$ cat src/rtl/fpu_pkg.sv
// Shared types and funct3 decode for the sign-injection scheduler.
package fpu_pkg;

    typedef enum logic [1:0] {
        SGNJ     = 2'd0,
        SGNJN    = 2'd1,
        SGNJX    = 2'd2,
        SGNJ_ILL = 2'd3
    } sgnj_op_e;

    localparam logic [2:0] FUNCT3_FSGNJ  = 3'b000;
    localparam logic [2:0] FUNCT3_FSGNJN = 3'b001;
    localparam logic [2:0] FUNCT3_FSGNJX = 3'b010;

    typedef struct packed {
        logic [31:0] rs1;
        logic [31:0] rs2;
        sgnj_op_e    op;
    } sgnj_req_t;

    function automatic sgnj_op_e decode_funct3(input logic [2:0] funct3);
        case (funct3)
            FUNCT3_FSGNJ:  return SGNJ;
            FUNCT3_FSGNJN: return SGNJN;
            FUNCT3_FSGNJX: return SGNJX;
            default:       return SGNJ_ILL;
        endcase
    endfunction

endpackage

$ cat src/rtl/fpu_fsgnj.sv
// Combinational single-precision sign injection; illegal op yields zero.
module fpu_fsgnj
    import fpu_pkg::*;
(
    input  logic [31:0] rs1_i,
    input  logic [31:0] rs2_i,
    input  sgnj_op_e    op_i,
    output logic [31:0] rd_c_o
);
    always_comb begin
        rd_c_o = '0;
        case (op_i)
            SGNJ:    rd_c_o = {rs2_i[31], rs1_i[30:0]};
            SGNJN:   rd_c_o = {~rs2_i[31], rs1_i[30:0]};
            SGNJX:   rd_c_o = {rs1_i[31] ^ rs2_i[31], rs1_i[30:0]};
            default: rd_c_o = '0;
        endcase
    end
endmodule

$ cat src/rtl/fpu_rr_arb.sv
// Round-robin arbiter: first valid requester at or after ptr, wrapping; ptr advances past each grant.
module fpu_rr_arb #(
    parameter int unsigned N = 2
) (
    input  logic                 clk,
    input  logic                 rst,
    input  logic [N-1:0]         req_i,
    input  logic                 en_i,
    output logic [N-1:0]         grant_c_o,
    output logic [$clog2(N)-1:0] idx_c_o,
    output logic                 valid_c_o
);
    localparam int unsigned IW = $clog2(N);

    logic [IW-1:0] ptr_q, ptr_d;
    int unsigned   cand;
    logic          found;

    always_comb begin
        found   = 1'b0;
        idx_c_o = '0;
        cand    = 0;
        for (int unsigned i = 0; i < N; i++) begin
            cand = int'(ptr_q) + i;
            if (cand >= N) cand = cand - N;
            if (!found && req_i[IW'(cand)]) begin
                found   = 1'b1;
                idx_c_o = IW'(cand);
            end
        end
        valid_c_o = found && en_i;
        grant_c_o = valid_c_o ? (N'(1) << idx_c_o) : '0;
        ptr_d     = ptr_q;
        if (valid_c_o) begin
            ptr_d = (int'(idx_c_o) == N - 1) ? '0 : idx_c_o + IW'(1);
        end
    end

    always_ff @(posedge clk or posedge rst) begin
        if (rst) ptr_q <= '0;
        else     ptr_q <= ptr_d;
    end

endmodule

$ cat src/rtl/fpu_sgnj_sched.sv
// Shares one fsgnj datapath among NUM_REQ requesters with a registered valid/ready result.
// Optional FPU_SGNJ_STATS_EN adds saturating issued/illegal counters.
module fpu_sgnj_sched
    import fpu_pkg::*;
#(
    parameter int unsigned NUM_REQ = 2,
    parameter int unsigned TAG_W   = 4
) (
    input  logic                       clk,
    input  logic                       rst,
    input  logic [NUM_REQ-1:0]         req_valid,
    output logic [NUM_REQ-1:0]         req_ready,
    input  logic [NUM_REQ*32-1:0]      req_rs1,
    input  logic [NUM_REQ*32-1:0]      req_rs2,
    input  logic [NUM_REQ*3-1:0]       req_funct3,
    input  logic [NUM_REQ*TAG_W-1:0]   req_tag,
    output logic                       resp_valid,
    input  logic                       resp_ready,
    output logic [31:0]                resp_rd,
    output logic [TAG_W-1:0]           resp_tag,
    output logic [$clog2(NUM_REQ)-1:0] resp_src,
    output logic                       resp_illegal,
`ifdef FPU_SGNJ_STATS_EN
    output logic [31:0]                stat_issued,
    output logic [31:0]                stat_illegal,
`endif
    output logic                       busy
);
    localparam int unsigned IW = $clog2(NUM_REQ);

    typedef enum logic {ST_EMPTY = 1'b0, ST_FULL = 1'b1} state_e;

    state_e            state_q, state_d;
    logic [31:0]       rd_q, rd_d;
    logic [TAG_W-1:0]  tag_q, tag_d;
    logic [IW-1:0]     src_q, src_d;
    logic              ill_q, ill_d;

    logic              accept_c;
    logic [NUM_REQ-1:0] gnt_c;
    logic [IW-1:0]     gnt_idx_c;
    logic              gnt_any_c;
    sgnj_req_t         sel_c;
    logic [TAG_W-1:0]  sel_tag_c;
    logic [31:0]       rd_c;

    assign accept_c = (state_q == ST_EMPTY) || resp_ready;

    fpu_rr_arb #(.N(NUM_REQ)) u_arb (
        .clk       (clk),
        .rst       (rst),
        .req_i     (req_valid),
        .en_i      (accept_c && !rst),
        .grant_c_o (gnt_c),
        .idx_c_o   (gnt_idx_c),
        .valid_c_o (gnt_any_c)
    );

    // Payload of the granted requester feeds the shared datapath.
    always_comb begin
        sel_c.rs1 = req_rs1[int'(gnt_idx_c)*32 +: 32];
        sel_c.rs2 = req_rs2[int'(gnt_idx_c)*32 +: 32];
        sel_c.op  = decode_funct3(req_funct3[int'(gnt_idx_c)*3 +: 3]);
        sel_tag_c = req_tag[int'(gnt_idx_c)*TAG_W +: TAG_W];
    end

    fpu_fsgnj u_fsgnj (
        .rs1_i  (sel_c.rs1),
        .rs2_i  (sel_c.rs2),
        .op_i   (sel_c.op),
        .rd_c_o (rd_c)
    );

    always_comb begin
        state_d = state_q;
        rd_d    = rd_q;
        tag_d   = tag_q;
        src_d   = src_q;
        ill_d   = ill_q;
        case (state_q)
            ST_EMPTY: if (gnt_any_c) state_d = ST_FULL;
            ST_FULL:  if (resp_ready && !gnt_any_c) state_d = ST_EMPTY;
            default:  state_d = ST_EMPTY;
        endcase
        if (gnt_any_c) begin
            rd_d  = rd_c;
            tag_d = sel_tag_c;
            src_d = gnt_idx_c;
            ill_d = (sel_c.op == SGNJ_ILL);
        end
    end

    always_ff @(posedge clk or posedge rst) begin
        if (rst) begin
            state_q <= ST_EMPTY;
            rd_q    <= '0;
            tag_q   <= '0;
            src_q   <= '0;
            ill_q   <= 1'b0;
        end else begin
            state_q <= state_d;
            rd_q    <= rd_d;
            tag_q   <= tag_d;
            src_q   <= src_d;
            ill_q   <= ill_d;
        end
    end

`ifdef FPU_SGNJ_STATS_EN
    logic [31:0] issued_q, illegal_q;

    // Saturating grant counters.
    always_ff @(posedge clk or posedge rst) begin
        if (rst) begin
            issued_q  <= '0;
            illegal_q <= '0;
        end else if (gnt_any_c) begin
            if (issued_q != 32'hFFFF_FFFF) issued_q <= issued_q + 32'd1;
            if (sel_c.op == SGNJ_ILL && illegal_q != 32'hFFFF_FFFF)
                illegal_q <= illegal_q + 32'd1;
        end
    end

    assign stat_issued  = issued_q;
    assign stat_illegal = illegal_q;
`endif

    assign req_ready    = gnt_c;
    assign resp_valid   = (state_q == ST_FULL);
    assign resp_rd      = rd_q;
    assign resp_tag     = tag_q;
    assign resp_src     = src_q;
    assign resp_illegal = ill_q;
    assign busy         = resp_valid || (|req_valid);

endmodule

$ cat config.mk
export PLATFORM = sky130hd
export DESIGN_NAME = fpu_sgnj_sched
export DESIGN_NICKNAME = d
export VERILOG_FILES = /design/src/rtl/fpu_pkg.sv /design/src/rtl/fpu_fsgnj.sv /design/src/rtl/fpu_rr_arb.sv /design/src/rtl/fpu_sgnj_sched.sv
export SDC_FILE = /design/constraint.sdc
export NUM_CORES = 1
export LEC_CHECK = 0
export BUFFER_PORTS_ARGS = -buffer_cell sky130_fd_sc_hd__buf_2
export CORE_ASPECT_RATIO = 0.7
export CORE_MARGIN = 2
export CORE_UTILIZATION = 41
export CTS_BUF_LIST = sky130_fd_sc_hd__clkbuf_2
export DETAILED_ROUTE_END_ITERATION = 8
export PLACE_DENSITY_LB_ADDON = 0.08
export SYNTH_ARGS = -nofsm -noshare
export SYNTH_HDL_FRONTEND = slang
export SYNTH_SLANG_ARGS = --single-unit
$ cat constraint.sdc
create_clock -name clk -period 2.2 [get_ports clk]
set_input_delay 0.44 -clock clk [delete_from_list [all_inputs] [get_ports clk]]
set_output_delay 0.44 -clock clk [all_outputs]
set_load 0.1 [all_outputs]
==> impl_metrics.toml <==
[drt]
drtIter0Drc = 46
vias = 1809
ant_nets = 0
post_drt_wl_per_cell_um = 12.34
drc = 0
vias_per_cell = 4.748
drt_pre_antenna_iters = 4
wl_um = 4701

[pwr]
seqPwrFrac = 0.360
p_int_mw = 1.177
power_per_cell_area_nw_per_um2 = 880.6
p_clk_frac = 0.128
p_leak_nw = 1.573
peakVddDrop_uv = 427.6
combPwrFrac = 0.513
power.switching_mw = 1.288
switching_share = 0.5226

[grt]
grt_pass1_vias = 1793
antenna_found_initial = 0
grt_pass1_wl_um = 7941
grt_overflow_total = 0
grt_usage = 0.1845
grt_max_degree = 25

[synth]
synth_nets = 337
syn-instance-count = 190
ys_ff_latch = 40
synth_common_cells = "40 x dfrtp_1, 37 x nand2_1, 35 x mux2i_1"
async_flop_share = 1.000
ys.flop_type = "dfrtp_1"
yosysWarnings = 0
yosysSeqAreaShare = 0.5006
synthesis.area_um2 = 1999
syn_avg_cell_area_um2 = 10.52
post-synth-top-count-cell = "dfrtp_1"
synth-edff-count = 0
netlist_top_cells_area = "dfrtp_1 50%, mux2i_1 18%, o21ai_1 8.3%"
yosysTopAreaCell = "dfrtp_1"
synthDistinctLibCells = 28
synth.top_cell.area_share = 0.5006

[floorplan]
core_area_um2 = 4730
start_util = 0.4228
die_h_um = 62.43
die_area_um2 = 5460
dieWidth_um = 87.47
rows = 21
io-pin-count = 189

[clocking]
htreeDepth = 2
path_clk_slew_ns = 0.20
cts_tree = "yes"
cts_sinks = 40
clock_latency_ns = 0.39
clock-root-buffer = "clkbuf_2"
clock_path_buffers = 2
numCtsBuffers = 5

[worst_setup_path]
crit_path_start_kind = "flop"
worst_ep_arrival_time_ns = 1.76
critical_path_class = "flop to primary output"
worst_setup_path_end_kind = "primary output"
critPathMaxFanout = 3
worstPathRequired_ns = 1.76

[sta]
finalHoldViolations = 0
finalMaxSlewViolations = 0
relSlewSlack = 0.5655
hold_ws_ns = 0.05248
fin_crit_sh = 1.001
finalCriticalPeriod_ns = 2.202
tightest_slew_ns = 0.6477
setup-tns-final_ns = -0.002024
setup_viol = 1
rsz0062_at_grt = "true"
fmax_mhz = 454.1
fin_worst_skew_ns = 0.01159
setup_ws_ns = -0.002024

[cells_and_area]
n_antenna_cell = 0
stdcell_area_um2 = 2799
nNetsFinal = 470
drive_above_1_share = 0.4846
fin_util = 0.5918
area.growth.synth_to_final_pct = 39.99

[flow_run]
maxCapViolations = 0

[place]
io_buffers = 126
place_area_um2 = 2724
hpwlAfterDp_um = 3650
place_congestion = 0.7161

[outcome]
status = "finished, violations left"
violations = "negative setup slack"

[worst_hold_path]
min_path_type = "input port to async pin"
[cell usage in the layout, fill, tap and decap left out, drive strengths merged]
cell	Yosys	final
nand2b	3	3
o21ai	37	37
a2bb2oi	1	1
buf	10	138
o21bai	1	1
clkinvlp	0	1
nor2	5	5
mux2i	35	35
dfrtp	40	40
nor2b	1	1
nand3b	1	1
o221ai	1	1
o31ai	1	1
or3	2	2
a21oi	4	4
a21o	1	1
and3	1	1
a221oi	1	1
xnor2	2	2
nand4bb	1	1
nand2	37	37
o21a	1	1
clkinv	0	2
nor3	1	1
clkbuf	2	6
[routing by layer]
layer	GRT usage	vias up	share of wire
met1	0.2384	796	0.47
met3	0.04095	5	0.068
met2	0.3030	75	0.46
li1	-	933	-
met5	0	-	0
met4	0.06731	0	0.0081
[kinds of logic after synthesis]
| group | count (synthesis) | synth area share |
|---|---|---|
| and+or+nand+nor | 52 | 0.1189 |
| AOI/OAI and AO/OA | 48 | 0.1414 |
| DFF | 40 | 0.5006 |
| muxes | 35 | 0.1752 |
| buffers and inverters | 13 | 0.05507 |
| xor gates and xnor gates | 2 | 0.008763 |
[power by group through the flow]
stage / Sequential (mW) / Combinational (mW) / Clock, mW
after floorplan: 1.64 / 0.276 / 0
after global placement: 0.899 / 1.26 / 0
after detailed placement: 0.901 / 1.26 / 0
after CTS: 0.888 / 1.27 / 0.333
after global routing: 0.902 / 1.32 / 0.368
final: 0.886 / 1.26 / 0.315
[sequential cells by signal (all words and copies together) (netlist names)]
signal        cells
u_arb.ptr_q       1
resp_src          1
resp_rd          32
resp_illegal      1
resp_tag          4
resp_valid        1
[repair_timing]
item | 4_1_cts | 5_1_grt
cloned | 0 | 0
hold buffers | 0 | 0
setup endpoints to repair | 2 | 2
resized for setup | 1 | 0
pin swaps | 1 | 1
setup buffers | 3 | 1
[critical path, stage by stage (launching register included)]
cell     delay, ns
dfrtp_4       0.51
nor2b_4       0.13
or3_4         0.40
a21oi_4       0.15
buf_12        0.19
[through the flow]
stage	setup WS [ns]	power, mW	instances
floorplan	-0.1893	1.917	190
global placement	0.2597	2.155	369
detailed placement	0.2570	2.166	369
CTS	-0.05259	2.492	380
global route	-0.09487	2.595	381
finish	-0.002024	2.465	381
[final timing paths]
path / from / cells past startpoint / slack [ns] / to
worst max-delay path: resp_valid$_DFF_PP0_ / 4 / -0.002 / req_ready[0]
worst min-delay path: rst / 2 / 0.05 / resp_rd[16]$_DFFE_PP0P_
worst max register to register: resp_valid$_DFF_PP0_ / 5 / 0.52 / resp_src$_DFFE_PP0P_
worst min register to register: resp_src$_DFFE_PP0P_ / 1 / 0.50 / resp_src$_DFFE_PP0P_
max in group asynchronous: rst / 3 / 1.64 / resp_valid$_DFF_PP0_
min in group clk: rst / 2 / 0.27 / resp_valid$_DFF_PP0_
[layout make-up]
type	instances	area (µm²)
Multi-Input combinational cell	137	914.6
Timing Repair Buffer	138	763.2
Clock inverter	2	11.26
Fill cell	446	1931
Inverter	1	3.754
Tap cell	57	71.32
Sequential cell	40	1005
Clock buffer	6	30.03
Note: power is estimated with default switching activity, not from simulation.
